[src/rtl/sha2_round_ctrl_pkg.sv]
// Shared SHA-2 definitions: round controller state encoding, block geometry and error codes.
package sha2_round_ctrl_pkg;

    localparam int NumRound  = 64;
    localparam int NumWordIn = 16;
    localparam int RoundW    = $clog2(NumRound);

    typedef enum logic [2:0] {
        StIdle     = 3'd0,
        StInit     = 3'd1,
        StCompress = 3'd2,
        StUpdate   = 3'd3,
        StDone     = 3'd4
    } sha2_round_st_e;

    typedef enum logic [31:0] {
        NoError                    = 32'h0000_0000,
        SwPushMsgWhenShaDisabled   = 32'h0000_0001,
        SwHashStartWhenShaDisabled = 32'h0000_0002,
        SwUpdateSecretKeyInProcess = 32'h0000_0003,
        SwHashStartWhenActive      = 32'h0000_0004,
        SwPushMsgWhenDisallowed    = 32'h0000_0005,
        ErrStartWhileBusy          = 32'h0000_0006
    } sha2_err_code_e;

endpackage

[src/rtl/sha2_round_ctrl.sv]
// SHA-256 round sequencer: one compress round per cycle, update 1 cycle after round 63.
// Stalls only in rounds 0-15 while the word stream is not valid; ready never looks at valid.
module sha2_round_ctrl
    import sha2_round_ctrl_pkg::*;
(
    input  logic              clk_i,
    input  logic              rst_ni,
    input  logic              sha_en,
    input  logic              hash_start,
    input  logic              wipe_secret,
    input  logic              msg_feed_complete,
    input  logic              shaf_rvalid,
    output logic              shaf_rready,
    output logic [RoundW-1:0] round_o,
    output logic              w_load_o,
    output logic              w_calc_o,
    output logic              hash_init_o,
    output logic              round_en_o,
    output logic              hash_update_o,
    output logic              wipe_o,
    output logic              hash_done,
    output logic              busy_o,
    output logic              err_start_busy_o
);

    localparam logic [RoundW-1:0] LastLoadRound = RoundW'(NumWordIn - 1);
    localparam logic [RoundW-1:0] LastRound     = RoundW'(NumRound - 1);

    sha2_round_st_e    state;
    logic [RoundW-1:0] round;
    logic              busy;
    logic              active;
    logic              in_load;

    assign busy    = (state != StIdle);
    // A wipe or a dropped enable kills every datapath command in the same cycle.
    assign active  = sha_en && !wipe_secret;
    assign in_load = (round <= LastLoadRound);

    always_ff @(posedge clk_i) begin
        if (!rst_ni) begin
            state <= StIdle;
            round <= '0;
        end else if (wipe_secret) begin
            state <= StIdle;
            round <= '0;
        end else if (busy && !sha_en) begin
            state <= StIdle;
            round <= '0;
        end else begin
            case (state)
                StIdle: begin
                    if (sha_en && hash_start) begin
                        state <= StInit;
                    end
                end
                StInit: begin
                    round <= '0;
                    state <= StCompress;
                end
                StCompress: begin
                    if (in_load) begin
                        if (shaf_rvalid) begin
                            round <= round + RoundW'(1);
                        end else if (round == '0 && msg_feed_complete) begin
                            state <= StDone;
                        end
                    end else if (round == LastRound) begin
                        round <= '0;
                        state <= StUpdate;
                    end else begin
                        round <= round + RoundW'(1);
                    end
                end
                StUpdate: begin
                    round <= '0;
                    state <= StCompress;
                end
                StDone: begin
                    state <= StIdle;
                end
                default: begin
                    state <= StIdle;
                    round <= '0;
                end
            endcase
        end
    end

    always_comb begin
        shaf_rready   = 1'b0;
        w_load_o      = 1'b0;
        w_calc_o      = 1'b0;
        hash_init_o   = 1'b0;
        round_en_o    = 1'b0;
        hash_update_o = 1'b0;
        hash_done     = 1'b0;
        case (state)
            StInit: begin
                hash_init_o = active;
            end
            StCompress: begin
                if (in_load) begin
                    shaf_rready = active;
                    w_load_o    = active && shaf_rvalid;
                    round_en_o  = active && shaf_rvalid;
                end else begin
                    w_calc_o   = active;
                    round_en_o = active;
                end
            end
            StUpdate: begin
                hash_update_o = active;
            end
            StDone: begin
                hash_done = active;
            end
            default: begin
                shaf_rready = 1'b0;
            end
        endcase
    end

    assign round_o          = round;
    assign wipe_o           = wipe_secret;
    assign busy_o           = busy;
    assign err_start_busy_o = busy && hash_start;

endmodule

[config.mk]
export PLATFORM = sky130hd
export DESIGN_NAME = sha2_round_ctrl
export DESIGN_NICKNAME = d
export VERILOG_FILES = /design/src/rtl/sha2_round_ctrl_pkg.sv /design/src/rtl/sha2_round_ctrl.sv
export SDC_FILE = /design/constraint.sdc
export NUM_CORES = 1
export LEC_CHECK = 0
export BUFFER_PORTS_ARGS = -buffer_cell sky130_fd_sc_hd__clkbuf_2
export CELL_PAD_IN_SITES_DETAIL_PLACEMENT = 2
export CELL_PAD_IN_SITES_GLOBAL_PLACEMENT = 2
export CORE_ASPECT_RATIO = 1.1
export CORE_MARGIN = 4
export CORE_UTILIZATION = 26
export DETAILED_ROUTE_END_ITERATION = 7
export GPL_ROUTABILITY_DRIVEN = 0
export PLACE_DENSITY_LB_ADDON = 0.3
export RECOVER_POWER = 50
export SETUP_SLACK_MARGIN = 0.02
export SKIP_CTS_REPAIR_TIMING = 1
export SYNTH_ARGS = -nofsm -noshare
export SYNTH_HDL_FRONTEND = slang
export SYNTH_SLANG_ARGS = --single-unit
[constraint.sdc]
create_clock -name clk_i -period 1.7 [get_ports clk_i]
set_input_delay 0.17 -clock clk_i [delete_from_list [all_inputs] [get_ports clk_i]]
set_output_delay 0.17 -clock clk_i [all_outputs]
set_load 0.03 [all_outputs]
==> results.cfg, run 1 <==
[run_status]
outcome = completed

[placement]
placed_cell_area_um2 = 822
portBuffers = 22
pre_cts_slack_ps = 122
dp_hpwl_mm = 1.81

[grt]
grt_max_degree = 11
antenna_found_initial = 0
first_global_vias = 770
grt_pass1_wl_mm = 3.75
grt_overflow_total = 0
grt_usage_pct = 14.6

[sta]
finalMaxSlewViolations = 0
timing.fmax_mhz = 625
hold_violations = 0
worst_pin_slew_ps = 371
worst_slew_margin_rel_pct = 75.4
fin_ws_ps = 101
rsz0062_at_grt = true
finalCriticalPeriod_ps = 1600
setup_viol = 0
finalCritPeriodShare_pct = 94.1
finClkSkew_ps = 5.94

[detailed_routing]
wl_per_cell_um = 16.3
detail-route-antenna-nets = 0
drt_iter0_drc = 6
drc = 0
finalWirelength_mm = 2.23
first_pass_iters = 2
via_per_inst = 5.01
vias = 687

[logic_synthesis]
async_flop_share_pct = 0
synth-edff-count = 0
syn_area_um2 = 657
synth_top_area_share_pct = 27.4
synthTopCellsByArea = dfxtp_1 (27%), nor2_1 (6.9%), a2111oi_4 (4.2%)
yosys.area.top_type = dfxtp_1
yosysUniqueCellTypes = 36
synth.net_count = 89
ys_warn_count = 0
ys_ff_latch = 9
yosys-top-cells-count = nor2_1 (12), dfxtp_1 (9), inv_1 (6), nand2_1 (5), a21oi_1 (4)
yosysSeqAreaShare_pct = 27.4
synthCells = 80
synth.avg_cell_area_um2 = 8.21
ys.flop_type = dfxtp_1
synth_most_common_cell = nor2_1

[floorplanning]
die_h_um = 60.7
rows = 18
coreArea_um2 = 2320
fp.dieW_um = 55.9
io_pins = 23
dieArea_um2 = 3400
initial_core_util_pct = 28.3

[critical_path]
arrival_ps = 1770
worstPathBufferInverterCount = 0
criticalPathCategory = flip-flop to flip-flop
end_kind = flip-flop
crit_slowest_cell = or3_4
path_cells = or3_4 > nor4_4 > o31ai_2 > a2111oi_4
cp_top_family = simple AND/OR/NAND/NOR gates
worstPathMaxFanout = 10
cp-start-kind = flip-flop
worstPathRequired_ps = 1870
cpPeakStageDelay_ps = 430

[power]
power_frac_clock_pct = 40.6
power_density_nw_per_um2 = 520
vdd_drop_max_mv = 0.269
pwr-share-seq_pct = 48.1
internal_power_uw = 322
pwr-share-comb_pct = 11.2
p_switching_uw = 124
swShare_pct = 27.8
power.leakage_uw = 0.000337

[layout]
nFillCells = 282
final_cell_area_um2 = 858
drive_above_1_share_pct = 32.7
area_delta_synth_final_pct = 30.7
finalNetCount = 117
num_antenna_cells = 0

[cts]
clk_path_buf_depth = 2
clock_latency_ps = 270
htree_levels = 1
root_buffer = clkbuf_4
cts_tree = yes
cts_sinks = 9
clkTransAtPathRegs_ps = 70
cts_inserted_buffers = 3

[run]
maxCapViolations = 0

[min_path]
hp-class = primary input to flip-flop
[layout make-up]
class	instances	area (um^2)	area share, %
Sequential cell	9	185	21.6
Inverter	6	22.5	2.62
Tap cell	30	37.5	4.37
Clock buffer	4	26.3	3.06
Timing Repair Buffer	28	148	17.2
Multi-Input combinational cell	60	439	51.2
[stage by stage]
step | hold WS, ps | cells | util [%] | total power, uW | setup TNS (ps)
2_1_floorplan | 373 | 80 | - | 250 | -37.2
3_3_place_gp | 551 | 133 | 35.4 | 269 | 0
3_5_place_dp | 565 | 133 | 35.4 | 270 | 0
4_1_cts | 312 | 137 | 36.6 | 451 | -9.73
5_1_grt | 345 | 137 | 37.0 | 469 | 0
6_report | 315 | 137 | 37.0 | 447 | 0
[kinds of logic after synthesis]
group	share of synthesized area, %
AO/OA/AOI/OAI	24.2
flip-flops	27.4
multiplexers	1.52
buffers and inverters	8.38
AND/OR/NAND/NOR	30.7
XOR/XNOR	4.00
adder cells (fa/ha/maj)	3.81
[flip-flops by register name, summed over array words and instances (netlist names)]
register	flops
state	3
round_o	6
[placed cells by master (no fill, tap or decap), drive strengths merged]
cell type  instances
clkbuf            25
nor2              12
dfxtp              9
buf                7
inv                6
nand2              5
a21oi              4
and2               3
o2111ai            3
nor4               3
nand3              3
nor3               2
and3               2
o21bai             2
xor2               2
ha                 2
or3                2
nor2b              1
and4               1
or2                1
a21o               1
a31oi              1
o41a               1
xnor2              1
o2111a             1
o32ai              1
o31ai              1
a2111oi            1
mux2i              1
a22oi              1
nand4b             1
o21ai              1
[routing by layer]
| metal | vias to the layer above | track usage [%] | routed length [um] |
|---|---|---|---|
| met5 | - | 0 | 0 |
| met4 | 0 | 7.12 | 25 |
| met3 | 4 | 2.13 | 62 |
| met2 | 13 | 26.2 | 1130 |
| met1 | 324 | 17.6 | 1020 |
| li1 | 346 | - | - |
[worst register-to-register path, cell delays in order, from the launching register on]
cell       delay, ps
dfxtp_2          380
or3_4            430
nor4_4           260
o31ai_2          120
a2111oi_4        310
[path summary, 6_finish.rpt]
path,slack [ps],depth (start not counted),end,from
max,100,4,state[0],round_o[5]
max reg2reg,100,4,state[0],round_o[5]
min,320,4,round_o[4],rst_ni
min reg2reg,570,1,state[0],state[0]
[power by group through the flow]
stage / combinational, uW / clock [uW] / sequential [uW]
4_1_cts: 50.8 / 186 / 215
3_3_place_gp: 49.4 / 0 / 220
6_report: 50.1 / 181 / 215
5_1_grt: 55.5 / 199 / 215
3_5_place_dp: 50.5 / 0 / 220
2_1_floorplan: 30.7 / 0 / 219
Power figures use the tool's default switching activity.
==> run 2, diff against run 1 <==
==> constraint.sdc (replaced) <==
create_clock -name clk_i -period 1.7 [get_ports clk_i]
set_input_delay 0.255 -clock clk_i [delete_from_list [all_inputs] [get_ports clk_i]]
set_output_delay 0.255 -clock clk_i [all_outputs]
set_load 0.03 [all_outputs]
==> run 2 against run 1 <==
Clock power down 7%. Via count up 2.9%. Sequential cell count unchanged. First-iteration DRC count unchanged. Fmax down 1.4%. Non-clock buffer count unchanged. Highest routed layer unchanged. Power down 2.9%.
==> results.cfg, run 2 (synthesis gave the netlist of run 1 again) <==
[sta]
timing.fmax_mhz = 617
finalMaxSlewViolations = 0
setup_viol = 0
finalCriticalPeriod_ps = 1620
final.setup.tns_ps = 0
rsz0062_at_grt = false
finalCritPeriodShare_pct = 95.4
finClkSkew_ps = 11.4
hold_violations = 0
holdWs_ps = 402
worst_slew_margin_rel_pct = 74.3
worst_pin_slew_ps = 383

[power]
power_density_nw_per_um2 = 497
swShare_pct = 27.0
pwr-share-seq_pct = 48.9
vdd_drop_max_mv = 0.293
power_frac_clock_pct = 39.0
power.leakage_uw = 0.000341
internal_power_uw = 317
pwr-share-comb_pct = 12.1
p_switching_uw = 117

[critical_path]
cp_top_family = simple AND/OR/NAND/NOR gates
arrival_ps = 1370
end_kind = output pin
path_cells = or3_4 > and2_1 > buf_2
worstPathMaxFanout = 8
criticalPathCategory = flip-flop to output pin
cpPeakStageDelay_ps = 410
crit_slowest_cell = or3_4
worstPathRequired_ps = 1440
rrSetupSlack_ps = 140
worstPathBufferInverterCount = 1
cp-start-kind = flip-flop

[detailed_routing]
finalWirelength_mm = 2.23
via_per_inst = 5.16
detail-route-antenna-nets = 0
wl_met1_um = 953
drt_iter0_drc = 6
drc = 0
wl_met3_um = 87
dr_wl_met2_mm = 1.17
wl_per_cell_um = 16.3
first_pass_iters = 3
highest_layer = met4
vias = 707

[floorplanning]
io_pins = 23
initial_core_util_pct = 28.3
die_h_um = 60.7
rows = 18
dieArea_um2 = 3400
coreArea_um2 = 2320
fp.dieW_um = 55.9

[grt]
grt_usage_pct = 14.7
grt_overflow_total = 0
grt_max_degree = 11
first_global_vias = 764
grt_pass1_wl_mm = 3.77
antenna_found_initial = 0

[placement]
dp_hpwl_mm = 1.78
portBuffers = 22

[run_status]
outcome = completed

[cts]
cts_tree = yes
root_buffer = clkbuf_4
clkTransAtPathRegs_ps = 70
clock_latency_ps = 270
htree_levels = 1
cts_inserted_buffers = 3
clk_path_buf_depth = 2
cts_sinks = 9

[layout]
layout_common_cells = clkbuf_2 (12), nor2_1 (10), buf_4 (8)
largest_reg_flops = 6
area_delta_synth_final_pct = 33.0
finalNetCount = 117
nFillCells = 275
num_antenna_cells = 0
drive_above_1_share_pct = 35.5
layout_commonest_cell = clkbuf_2

[run]
maxCapViolations = 0

[min_path]
hp-class = primary input to flip-flop
==> run 2: cell count changes in the layout (fill, tap and decap cells not counted) <==
cell	change
clkbuf_1	-2
dfxtp_2	-2
dfxtp_4	+2
and2_0	+1
and2_1	-1
buf_2	+1
buf_4	+1
clkbuf_2	-1
clkinv_2	+1
or3_1	-1
or3_4	+1
==> run 2: cell type report <==
cell class / count / area, um^2 / share of cell area, %
clock buffers: 3 / 22.5 / 2.58
clock inverters: 1 / 5.00 / 0.573
inverters: 6 / 22.5 / 2.58
multi-input cells: 60 / 444 / 50.9
flip-flops and latches: 9 / 190 / 21.8
well taps: 30 / 37.5 / 4.30
repair buffers: 28 / 151 / 17.3
==> run 2: routing by layer <==
| layer | track usage, % | vias up |
|---|---|---|
| met1 | 16.6 | 345 |
| met3 | 4.04 | 5 |
| met5 | 0 | - |
| met2 | 27.7 | 12 |
| li1 | - | 345 |
| met4 | 4.07 | 0 |
==> run 2: power groups by stage <==
stage                     logic (uW)  registers [uW]  clock network (uW)
after global routing            56.4             213                 191
final                           52.3             212                 169
after detailed placement        51.0             220                   0
after floorplan                 30.7             219                   0
after CTS                       52.1             215                 180
after global placement          49.0             220                   0
==> run 2: stage by stage <==
step / worst slack (ps) / utilization, % / total power, uW / instance area (um^2) / instances
finish: 78.4 / 37.6 / 434 / 873 / 137
global route: 24.8 / 37.6 / 460 / 873 / 137
CTS: -113 / 36.6 / 447 / 850 / 137
detailed placement: 96.1 / 35.4 / 271 / 822 / 133
global placement: 163 / 35.4 / 269 / 822 / 133
floorplan: -104 / - / 250 / 662 / 80
==> run 2: final timing paths <==
kind,endpoint,from,depth (start not counted)
worst max register to register,state[0],round_o[5],4
worst min register to register,state[0],state[0],1
worst min-delay path,round_o[4],rst_ni,4
worst max-delay path,err_start_busy_o,state[2],3
==> run 2: worst min-delay path: cells and delay by family <==
family	cells	cell delay [ps]
AOI/OAI and AO/OA	1	110
and+or+nand+nor	1	40
buffers and inverters	2	230
==> run 3, diff against run 2 <==
--- a/config.mk
+++ b/config.mk
@@ -10,7 +10,8 @@
 export CELL_PAD_IN_SITES_GLOBAL_PLACEMENT = 2
 export CORE_ASPECT_RATIO = 1.1
 export CORE_MARGIN = 4
-export CORE_UTILIZATION = 26
+export CORE_UTILIZATION = 28
+export CTS_BUF_LIST = sky130_fd_sc_hd__clkbuf_2 sky130_fd_sc_hd__clkbuf_4 sky130_fd_sc_hd__clkbuf_8
 export DETAILED_ROUTE_END_ITERATION = 7
 export GPL_ROUTABILITY_DRIVEN = 0
 export PLACE_DENSITY_LB_ADDON = 0.3
==> run 3 against run 2 <==
Register-to-register slack worse by 30 ps. Combinational power rose by 4.6%. Global-route usage increased by 2.1 points. Routed wire length up 7.8%. Sequential power barely moved. Die area shrank 6.2%. Hold slack improved by 9.0 ps. Critical path depth unchanged. Critical path type unchanged.
==> results.cfg, run 3 (synthesis gave the netlist of run 1 again) <==
[grt]
first_global_vias = 758
grt_max_degree = 11
grt_usage_pct = 16.8
grt_overflow_total = 0
grt_pass1_wl_mm = 3.84
antenna_found_initial = 0

[sta]
rsz0062_at_grt = false
finalCritPeriodShare_pct = 95.2
finClkSkew_ps = 0.989
worst_slew_margin_rel_pct = 71.7
finalCriticalPeriod_ps = 1620
holdWs_ps = 411
hold_violations = 0
timing.fmax_mhz = 618
worst_pin_slew_ps = 426
fin_ws_ps = 81.0
finalMaxSlewViolations = 0
setup_viol = 0

[placement]
pre_cts_slack_ps = 136
portBuffers = 22
dp_hpwl_mm = 1.84
placed_cell_area_um2 = 837

[critical_path]
rr_worst_depth = 4
cp-start-kind = flip-flop
worstPathMaxFanout = 8
criticalPathCategory = flip-flop to output pin
arrival_ps = 1360
end_kind = output pin
worstPathRequired_ps = 1440

[detailed_routing]
vias = 721
via_per_inst = 5.19
first_pass_iters = 3
finalWirelength_mm = 2.40
drt_iter0_drc = 6
wl_per_cell_um = 17.3
drc = 0
detail-route-antenna-nets = 0

[power]
power_frac_clock_pct = 41.6
power_density_nw_per_um2 = 511
pwr-share-seq_pct = 46.3
swShare_pct = 25.8
power.leakage_uw = 0.000351
p_switching_uw = 117
internal_power_uw = 337
pwr-share-comb_pct = 12.0
vdd_drop_max_mv = 0.326

[floorplanning]
die_h_um = 58.8
initial_core_util_pct = 29.2
coreArea_um2 = 2250
dieArea_um2 = 3190
io_pins = 23
rows = 18
fp.dieW_um = 54.2

[cts]
root_buffer = clkbuf_4
clk_path_buf_depth = 2
cts_tree = yes
clock_latency_ps = 260
cts_inserted_buffers = 3
cts_sinks = 9
clkTransAtPathRegs_ps = 70
htree_levels = 1

[layout]
final_cell_area_um2 = 888
largest_reg_flops = 6
nFillCells = 265
num_antenna_cells = 0
finalNetCount = 119
layout_common_cells = nor2_1 (10), clkbuf_2 (10), buf_4 (10)
drive_above_1_share_pct = 36.7
area_delta_synth_final_pct = 35.2

[min_path]
hp-class = primary input to flip-flop
holdPathStages = 4

[run_status]
outcome = completed

[run]
maxCapViolations = 0
==> run 3: power groups by stage <==
stage | logic, uW | registers [uW] | clock network (uW)
3_3_place_gp | 50.8 | 218 | 0
4_1_cts | 53.0 | 213 | 202
2_1_floorplan | 30.7 | 219 | 0
3_5_place_dp | 52.6 | 218 | 0
6_report | 54.7 | 210 | 189
5_1_grt | 59.3 | 211 | 210
==> run 3: layout make-up <==
cell class	instances	area (um^2)	area share, %
clock buffer	4	30.0	3.38
inverter	6	22.5	2.54
tap	30	37.5	4.23
multi-input combinational	60	443	49.9
timing repair buffer	30	165	18.6
sequential	9	190	21.4
==> run 3: per-stage QoR <==
stage / std cells / util, % / power [uW] / setup TNS, ps
final: 139 / 39.4 / 454 / 0
after global routing: 139 / 39.4 / 480 / 0
after CTS: 139 / 38.5 / 468 / -72.3
after detailed placement: 135 / 37.2 / 271 / 0
after global placement: 135 / 37.2 / 269 / 0
after floorplan: 80 / - / 250 / -233
==> run 3: final timing paths <==
kind,start,to,slack [ps]
worst min register to register,round_o[1],round_o[1],600
worst max register to register,round_o[4],state[0],110
worst max-delay path,state[2],err_start_busy_o,80
worst min-delay path,rst_ni,round_o[4],410
==> run 3: critical path: stages, from the launching register on <==
cell and delay, ps:
dfxtp_4 380, or3_4 400, and2_1 160, buf_2 170
==> run 3: layer usage <==
metal	wire length (um)	share of wire [%]	vias up	track usage, %
met4	0	0	0	4.27
met3	59	2.5	0	3.54
met5	0	0	-	0
met1	1090	45	363	22.1
met2	1250	52	8	27.4
li1	-	-	350	-
